[src/rtl/viterbi_frame_ctrl_if.sv]
// Signal bundle between the frame controller and the encoder/channel/decoder link.
// Handshake: every *_en / *_valid strobe qualifies the data beside it on the same
// rising clk edge. There is no backpressure; a strobe is consumed the cycle it is high.
interface viterbi_frame_ctrl_if;
   logic        start_i;
   logic [1:0]  err_mask_i;
   logic        enc_en_o;
   logic        enc_bit_o;
   logic        enc_valid_i;
   logic [1:0]  enc_sym_i;
   logic        dec_en_o;
   logic [1:0]  ch_sym_o;
   logic        dec_bit_i;
   logic        busy_o;
   logic        done_o;
   logic [15:0] chan_err_cnt_o;
   logic [15:0] bit_err_cnt_o;
   logic [15:0] frame_cnt_o;
   logic [2:0]  state_dbg;

   modport master (
      input  start_i, err_mask_i, enc_valid_i, enc_sym_i, dec_bit_i,
      output enc_en_o, enc_bit_o, dec_en_o, ch_sym_o, busy_o, done_o,
             chan_err_cnt_o, bit_err_cnt_o, frame_cnt_o, state_dbg
   );

   modport slave (
      output start_i, err_mask_i, enc_valid_i, enc_sym_i, dec_bit_i,
      input  enc_en_o, enc_bit_o, dec_en_o, ch_sym_o, busy_o, done_o,
             chan_err_cnt_o, bit_err_cnt_o, frame_cnt_o, state_dbg
   );
endinterface

[src/rtl/viterbi_frame_ctrl.sv]
// Frame sequencer for encoder -> channel -> Viterbi decoder: PRBS data, zero tail,
// scheduled symbol corruption, and decoded-bit checking with error counters.
module viterbi_frame_ctrl #(
   parameter int          FRAME_LEN = 64,
   parameter int          TAIL_LEN  = 2,
   parameter int          DEC_LAT   = 10,
   parameter int          N         = 6,
   parameter int          BURST     = 1,
   parameter logic [15:0] SEED      = 16'hACE1
) (
   input logic                  clk,
   input logic                  rst,
   viterbi_frame_ctrl_if.master bus
);
   typedef enum logic [2:0] {
      S_IDLE  = 3'd0,
      S_DATA  = 3'd1,
      S_TAIL  = 3'd2,
      S_DRAIN = 3'd3,
      S_DONE  = 3'd4
   } state_t;

   localparam int          FIFO_DEPTH = 8;
   localparam int          FIFO_AW    = 3;
   localparam int          INJ_THR    = (1 << N) - BURST;
   localparam logic [15:0] DATA_LAST  = 16'(FRAME_LEN - 1);
   localparam logic [15:0] TAIL_LAST  = 16'((TAIL_LEN > 0) ? (TAIL_LEN - 1) : 0);

   state_t             state, state_nx;
   logic [15:0]        phase_cnt;
   logic [15:0]        lfsr;
   logic [15:0]        icnt;
   logic [15:0]        chan_cnt, bit_cnt, frame_cnt;
   logic               dec_en;
   logic [1:0]         ch_sym;
   logic [1:0]         fifo_mem [FIFO_DEPTH];
   logic [FIFO_AW-1:0] wr_ptr, rd_ptr;
   logic [FIFO_AW:0]   fifo_cnt;
   logic [2:0]         dline [DEC_LAT];

   logic               start_go, phase_last, enc_en, enc_bit, is_data;
   logic               do_push, do_pop, dl_busy, drain_idle, inj, bit_err;
   logic [1:0]         fifo_head, pop_cnt;
   logic [2:0]         dl_in, dl_out;
   logic [16:0]        chan_sum;

   // Next-state and Moore outputs of the frame sequencer
   always_comb begin
      state_nx   = state;
      enc_en     = 1'b0;
      enc_bit    = 1'b0;
      is_data    = 1'b0;
      start_go   = 1'b0;
      phase_last = 1'b0;
      case (state)
         S_IDLE: begin
            if (bus.start_i) begin
               start_go = 1'b1;
               state_nx = S_DATA;
            end
         end
         S_DATA: begin
            enc_en  = 1'b1;
            enc_bit = lfsr[0];
            is_data = 1'b1;
            if (phase_cnt == DATA_LAST) begin
               phase_last = 1'b1;
               state_nx   = (TAIL_LEN > 0) ? S_TAIL : S_DRAIN;
            end
         end
         S_TAIL: begin
            enc_en = 1'b1;
            if (phase_cnt == TAIL_LAST) begin
               phase_last = 1'b1;
               state_nx   = S_DRAIN;
            end
         end
         S_DRAIN: begin
            if (drain_idle) state_nx = S_DONE;
         end
         S_DONE: state_nx = S_IDLE;
         default: state_nx = S_IDLE;
      endcase
   end

   // State register and per-phase cycle counter
   always_ff @(posedge clk or negedge rst) begin
      if (!rst) begin
         state     <= S_IDLE;
         phase_cnt <= '0;
      end else begin
         state <= state_nx;
         if (enc_en && !phase_last) phase_cnt <= phase_cnt + 16'd1;
         else                       phase_cnt <= '0;
      end
   end

   // PRBS source: steps only while data bits are being sent, never reloaded per frame
   always_ff @(posedge clk or negedge rst) begin
      if (!rst)                 lfsr <= SEED;
      else if (state == S_DATA) lfsr <= {lfsr[0] ^ lfsr[2] ^ lfsr[3] ^ lfsr[5], lfsr[15:1]};
   end

   assign pop_cnt  = {1'b0, bus.err_mask_i[0]} + {1'b0, bus.err_mask_i[1]};
   assign chan_sum = {1'b0, chan_cnt} + {15'd0, pop_cnt};
   assign inj      = bus.enc_valid_i && (32'(icnt[N-1:0]) >= 32'(INJ_THR));

   // Channel register with periodic error injection and channel error count
   always_ff @(posedge clk or negedge rst) begin
      if (!rst) begin
         dec_en   <= 1'b0;
         ch_sym   <= 2'b00;
         icnt     <= '0;
         chan_cnt <= '0;
      end else begin
         dec_en <= bus.enc_valid_i;
         ch_sym <= bus.enc_valid_i ? (bus.enc_sym_i ^ (inj ? bus.err_mask_i : 2'b00)) : 2'b00;
         if (start_go) begin
            icnt     <= '0;
            chan_cnt <= '0;
         end else begin
            if (bus.enc_valid_i) icnt <= icnt + 16'd1;
            if (inj) chan_cnt <= chan_sum[16] ? 16'hFFFF : chan_sum[15:0];
         end
      end
   end

   assign do_push   = enc_en && (fifo_cnt != (FIFO_AW+1)'(FIFO_DEPTH));
   assign do_pop    = dec_en && (fifo_cnt != '0);
   assign fifo_head = fifo_mem[rd_ptr];

   // Sent-bit FIFO {is_data, bit}: pushed per encoder enable, popped per channel symbol
   always_ff @(posedge clk or negedge rst) begin
      if (!rst) begin
         wr_ptr   <= '0;
         rd_ptr   <= '0;
         fifo_cnt <= '0;
         for (int i = 0; i < FIFO_DEPTH; i++) fifo_mem[i] <= 2'b00;
      end else if (start_go) begin
         wr_ptr   <= '0;
         rd_ptr   <= '0;
         fifo_cnt <= '0;
      end else begin
         if (do_push) begin
            fifo_mem[wr_ptr] <= {is_data, enc_bit};
            wr_ptr           <= wr_ptr + 1'b1;
         end
         if (do_pop) rd_ptr <= rd_ptr + 1'b1;
         case ({do_push, do_pop})
            2'b10:   fifo_cnt <= fifo_cnt + 1'b1;
            2'b01:   fifo_cnt <= fifo_cnt - 1'b1;
            default: fifo_cnt <= fifo_cnt;
         endcase
      end
   end

   assign dl_in   = {dec_en, do_pop & fifo_head[1], fifo_head[0]};
   assign dl_out  = dline[DEC_LAT-1];
   assign bit_err = dl_out[2] && dl_out[1] && (bus.dec_bit_i != dl_out[0]);

   // Delay line aligning each sent bit with the decoder output DEC_LAT cycles later
   always_ff @(posedge clk or negedge rst) begin
      if (!rst) begin
         for (int i = 0; i < DEC_LAT; i++) dline[i] <= 3'b000;
      end else if (start_go) begin
         for (int i = 0; i < DEC_LAT; i++) dline[i] <= 3'b000;
      end else begin
         dline[0] <= dl_in;
         for (int i = 1; i < DEC_LAT; i++) dline[i] <= dline[i-1];
      end
   end

   // Any symbol still travelling through the delay line
   always_comb begin
      dl_busy = 1'b0;
      for (int i = 0; i < DEC_LAT; i++) dl_busy = dl_busy | dline[i][2];
   end

   assign drain_idle = !dl_busy && !bus.enc_valid_i && !dec_en && (fifo_cnt == '0);

   // Residual bit error count and completed frame count
   always_ff @(posedge clk or negedge rst) begin
      if (!rst) begin
         bit_cnt   <= '0;
         frame_cnt <= '0;
      end else begin
         if (start_go)                          bit_cnt <= '0;
         else if (bit_err && bit_cnt != 16'hFFFF) bit_cnt <= bit_cnt + 16'd1;
         if (state == S_DONE) frame_cnt <= frame_cnt + 16'd1;
      end
   end

   assign bus.enc_en_o       = enc_en;
   assign bus.enc_bit_o      = enc_bit;
   assign bus.dec_en_o       = dec_en;
   assign bus.ch_sym_o       = ch_sym;
   assign bus.busy_o         = (state != S_IDLE);
   assign bus.done_o         = (state == S_DONE);
   assign bus.chan_err_cnt_o = chan_cnt;
   assign bus.bit_err_cnt_o  = bit_cnt;
   assign bus.frame_cnt_o    = frame_cnt;
   assign bus.state_dbg      = state;
endmodule
[src/flat_wrapper.sv]
// flat-port wrapper written by rule: the top's interface ports become plain ports
module viterbi_frame_ctrl_flat 
#(
   parameter int          FRAME_LEN = 64,
   parameter int          TAIL_LEN  = 2,
   parameter int          DEC_LAT   = 10,
   parameter int          N         = 6,
   parameter int          BURST     = 1,
   parameter logic [15:0] SEED      = 16'hACE1
)
  (clk, rst, bus_start_i, bus_err_mask_i, bus_enc_valid_i, bus_enc_sym_i, bus_dec_bit_i, bus_enc_en_o, bus_enc_bit_o, bus_dec_en_o, bus_ch_sym_o, bus_busy_o, bus_done_o, bus_chan_err_cnt_o, bus_bit_err_cnt_o, bus_frame_cnt_o, bus_state_dbg);
  viterbi_frame_ctrl_if bus_i ();
  input logic clk;
  input logic rst;
  input wire logic [$bits(bus_i.start_i)-1:0] bus_start_i;
  input wire logic [$bits(bus_i.err_mask_i)-1:0] bus_err_mask_i;
  input wire logic [$bits(bus_i.enc_valid_i)-1:0] bus_enc_valid_i;
  input wire logic [$bits(bus_i.enc_sym_i)-1:0] bus_enc_sym_i;
  input wire logic [$bits(bus_i.dec_bit_i)-1:0] bus_dec_bit_i;
  output wire logic [$bits(bus_i.enc_en_o)-1:0] bus_enc_en_o;
  output wire logic [$bits(bus_i.enc_bit_o)-1:0] bus_enc_bit_o;
  output wire logic [$bits(bus_i.dec_en_o)-1:0] bus_dec_en_o;
  output wire logic [$bits(bus_i.ch_sym_o)-1:0] bus_ch_sym_o;
  output wire logic [$bits(bus_i.busy_o)-1:0] bus_busy_o;
  output wire logic [$bits(bus_i.done_o)-1:0] bus_done_o;
  output wire logic [$bits(bus_i.chan_err_cnt_o)-1:0] bus_chan_err_cnt_o;
  output wire logic [$bits(bus_i.bit_err_cnt_o)-1:0] bus_bit_err_cnt_o;
  output wire logic [$bits(bus_i.frame_cnt_o)-1:0] bus_frame_cnt_o;
  output wire logic [$bits(bus_i.state_dbg)-1:0] bus_state_dbg;
  assign bus_i.start_i = bus_start_i;
  assign bus_i.err_mask_i = bus_err_mask_i;
  assign bus_i.enc_valid_i = bus_enc_valid_i;
  assign bus_i.enc_sym_i = bus_enc_sym_i;
  assign bus_i.dec_bit_i = bus_dec_bit_i;
  assign bus_enc_en_o = bus_i.enc_en_o;
  assign bus_enc_bit_o = bus_i.enc_bit_o;
  assign bus_dec_en_o = bus_i.dec_en_o;
  assign bus_ch_sym_o = bus_i.ch_sym_o;
  assign bus_busy_o = bus_i.busy_o;
  assign bus_done_o = bus_i.done_o;
  assign bus_chan_err_cnt_o = bus_i.chan_err_cnt_o;
  assign bus_bit_err_cnt_o = bus_i.bit_err_cnt_o;
  assign bus_frame_cnt_o = bus_i.frame_cnt_o;
  assign bus_state_dbg = bus_i.state_dbg;
  viterbi_frame_ctrl #(.FRAME_LEN(FRAME_LEN), .TAIL_LEN(TAIL_LEN), .DEC_LAT(DEC_LAT), .N(N), .BURST(BURST), .SEED(SEED)) u_core (.clk(clk), .rst(rst), .bus(bus_i));
endmodule
[config.mk]
export PLATFORM = sky130hd
export DESIGN_NAME = viterbi_frame_ctrl_flat
export DESIGN_NICKNAME = d
export VERILOG_FILES = /design/src/rtl/viterbi_frame_ctrl_if.sv /design/src/rtl/viterbi_frame_ctrl.sv /design/src/flat_wrapper.sv
export SDC_FILE = /design/constraint.sdc
export NUM_CORES = 1
export LEC_CHECK = 0
export ABC_AREA = 1
export CAP_MARGIN = 20
export CORE_MARGIN = 2
export CORE_UTILIZATION = 45
export CTS_CLUSTER_DIAMETER = 100
export DETAILED_ROUTE_END_ITERATION = 10
export PLACE_DENSITY = 0.69
export SLEW_MARGIN = 0
export SYNTH_ARGS = -nofsm -noshare
export SYNTH_HDL_FRONTEND = slang
export SYNTH_SLANG_ARGS = --single-unit
export TNS_END_PERCENT = 50
[constraint.sdc]
create_clock -name clk -period 2.7 [get_ports clk]
set_clock_uncertainty 0.2 [all_clocks]
set_input_delay 0.54 -clock clk [delete_from_list [all_inputs] [get_ports clk]]
set_output_delay 0.54 -clock clk [all_outputs]
set_load 0.005 [all_outputs]
==> results.cfg, run 1 <==
[sta]
setup_tns_ns = 0
fmax_ghz = 0.3855
setup_viol = 0
relSlewSlack_pct = 61.45
timing.final.crit_share_pct = 96.06
worst_pin_slew_ns = 0.5783
hold_viol = 0
fin_crit_ns = 2.594
grt_setup_unrepaired = no
finalMaxSlewViolations = 0

[global_route]
grt_pass1_wl_microns = 26040
antenna_found_initial = 0
met3_usage_pct = 4.784
met1_usage_pct = 23.79
overflow = 0
grt_pass1_vias = 5698
grt_max_degree = 65
grtUsageMet2_pct = 30.03
grt-busiest-layer = met2
grt_usage_pct = 18.20

[pwr]
peakVddDrop_mv = 0.5616
p_leak_uw = 0.004427
seq_power_share_pct = 39.5
combPwrFrac_pct = 29.5
clkPwrFrac_pct = 31.0
intPower_uw = 4843
p_per_area_nw_per_um2 = 815.8
swShare_pct = 33.68
power_switching_uw = 2460

[layout]
nets = 1000
diodes = 0
drive_gt1_share_pct = 9.485
final_util_pct = 56.36
syn_to_final_growth_pct = 22.81

[place]
dpl.hpwl_microns = 10350
finalWeightedCongestion = 0.8262
io_buffers = 66

[routing]
vias_per_cell = 4.848
ant_nets = 0
drt_iter0_markers = 357
routed_wl_microns = 14790
drc = 0
wl_per_cell_microns = 12.25
drtPass1Iterations = 4
vias = 5851

[critical_path]
crit_family = buffers and inverters
crit_chain = inv_2 > nand3_4 > inv_2 > clkdlybuf4s50_1
path_max_fanout = 7
path_buf_inv = 3
r2r-start = u_core.bus.state_dbg[0]
r2r_end = u_core.fifo_cnt[3]
slowest_stage = clkdlybuf4s50_1
crit_path_max_incr_delay_ns = 0.52
path_class = reg -> out
required_ns = 1.96
cp_common_cell = inv_2
start_kind = register
worstPathArrival_ns = 1.85
crit_path_end_kind = primary output
rr_worst_depth = 12
ff2ff_setup_slack_ns = 0.18
startpoint = u_core.bus.state_dbg[1]

[cts]
clk_latency_ns = 0.41
cts_max_level = 4
clock-sinks = 148
clkSlewWorstSetupHoldPaths_ns = 0.06
cts_tree = done
clock_tree.buffer_depth = 2
clockRootBuffer = clkbuf_16
cts_made_buffers = 17

[worst_hold_path]
min_from = u_core.dline[19]
min_delay_path_depth = 2
hold_end = u_core.dline[16]
min_path_type = reg -> reg

[yosys]
synthCells = 884
yosysSeqAreaShare_pct = 50.94
synth_cell_type_count = 42
ys_ff_latch = 148
ys_warn_count = 0
synth_fp_nets = 906
syn_area_sq_um = 7289
syn_avg_cell_area_sq_um = 8.246

[floorplan]
die_x_microns = 131.3
boundaryPins = 67
start_util_pct = 45.89
die_h_microns = 131.3
die-area_sq_um = 17230
core.rowCount = 46
coreArea_sq_um = 15890

[run_status]
status = finished clean

[job]
maxCapViolCount = 0
[flip-flops by register name (all words and copies together), names as in the netlist, 4 cells and up]
| register | flops |
|---|---|
| u_core.bus.bit_err_cnt_o | 16 |
| u_core.phase_cnt | 16 |
| u_core.dline | 27 |
| u_core.icnt | 6 |
| u_core.lfsr | 16 |
| u_core.bus.frame_cnt_o | 16 |
| u_core.fifo_mem | 16 |
| u_core.fifo_cnt | 4 |
| u_core.bus.chan_err_cnt_o | 16 |
[stage by stage]
step	power [uW]	area (sq um)	setup slack (ns)	hold slack, ns	cells
2_1_floorplan	4371	7289	0.2547	0.04441	884
3_3_place_gp	4972	8322	-0.1943	0.2153	1171
3_5_place_dp	5010	8322	-0.2510	0.2214	1171
4_1_cts	7355	8920	0.02446	0.2338	1204
5_1_grt	7834	8952	0.002993	0.2537	1207
6_report	7303	8952	0.1063	0.2267	1207
[worst min-delay path: cells and delay by family, from the launching register on]
kind / cells / cell delay [ns]
buffers and inverters: 1 / 0.04
and+or+nand+nor: 1 / 0.05
DFF: 1 / 0.32
[Yosys cell counts, drive strengths merged]
cell type	instances	area (sq um)
a21oi	8	40.04
clkbuf	4	15.01
nor4	1	6.260
nor3	25	151.4
a31oi	3	18.77
o22ai	3	18.77
nor2	93	396.6
o21bai	2	15.01
a31o	3	26.28
dfrtp	140	3503
fa	2	40.04
clkinv	1	5.000
inv	128	483.0
a21boi	2	15.01
dfstp	8	210.2
o221ai	1	8.760
ha	11	137.6
xnor2	14	122.6
nand3	61	310.3
xor2	25	219.0
o21ai	76	380.4
nand2	236	927.1
or2	3	18.77
buf	11	65.06
nand4	17	106.4
nor3b	3	27.52
nand3b	2	15.01
and3	1	6.260
[cells in the final DEF, fill, tap and decap left out, types with 4 or more instances in the layout]
cell type,instances
ha_1,11
dfrtp_1,139
clkdlybuf4s50_1,64
nand2_1,227
nand3_1,59
o21ai_1,16
o21ai_0,60
nand4_1,17
inv_1,125
buf_4,21
clkbuf_16,17
nor2_1,85
dfstp_2,8
a21oi_1,8
xnor2_1,14
clkbuf_8,6
clkbuf_1,5
nand2_2,7
nor3_1,21
clkinv_2,4
xor2_1,25
[cell type report]
class | instances | area [sq um]
clock buffer | 28 | 526.8
clock inverter | 4 | 45.04
fill | 1481 | 6933
inverter | 129 | 488.0
multi-input combinational | 592 | 3035
sequential | 148 | 3715
tap | 216 | 270.3
timing repair buffer | 90 | 872.1
[logic make-up (layout without fill, tap and decap cells)]
family                   Yosys count  after routing  synth area share [%]
AO/OA/AOI/OAI                     98             98                 7.175
XOR/XNOR                          39             39                 4.686
adder cells (fa/ha/maj)           13             13                 2.437
buffers and inverters            144            251                 7.792
flip-flops                       148            148                 50.94
AND/OR/NAND/NOR                  442            442                 26.97
[repair_timing]
item / 4_1_cts / 5_1_grt
hold buffers: 1 / 0
endpoints found under the hold margin: 57 / 0
gates cloned: 0 / 0
resized for setup: 5 / 3
setup buffers: 0 / 3
pin swaps: 0 / 2
setup endpoints to repair: 2 / 6
[how the worst max path moves through the flow]
| stage | depth (start not counted) | slack [ns] | to |
|---|---|---|---|
| 3_3_place_gp | 13 | -0.19 | u_core.bus.chan_err_cnt_o[15] |
| 3_5_place_dp | 13 | -0.25 | u_core.bus.chan_err_cnt_o[15] |
| 4_1_cts | 6 | 0.02 | bus_enc_en_o |
| 5_1_grt | 13 | 0.003 | u_core.bus.chan_err_cnt_o[10] |
| 2_1_floorplan | 10 | 0.25 | u_core.fifo_cnt[3] |
| 6_report | 4 | 0.11 | bus_done_o |
[power by group through the flow]
stage	combinational (uW)	clock [uW]	sequential [uW]
finish	2150	2270	2890
global route	2480	2420	2930
CTS	2140	2330	2890
detailed placement	2100	0	2910
global placement	2070	0	2900
floorplan	1530	0	2840
[routing by layer]
| metal | vias up | share of wire (%) |
|---|---|---|
| met5 | - | 0 |
| li1 | 2991 | - |
| met2 | 95 | 47 |
| met4 | 0 | 1.1 |
| met3 | 10 | 4.1 |
| met1 | 2755 | 48 |
Power figures use the tool's default switching activity.
==> run 2, diff against run 1 <==
CTS_CLUSTER_DIAMETER = 150   (was 100)
==> results of run 2 <==
No change in the layout: final DEF, timing and power equal those of run 1.
==> run 3, diff against run 2 <==
CAP_MARGIN = 30   (was 20)
==> results of run 3 <==
No change in the layout: final DEF, timing and power equal those of run 1.
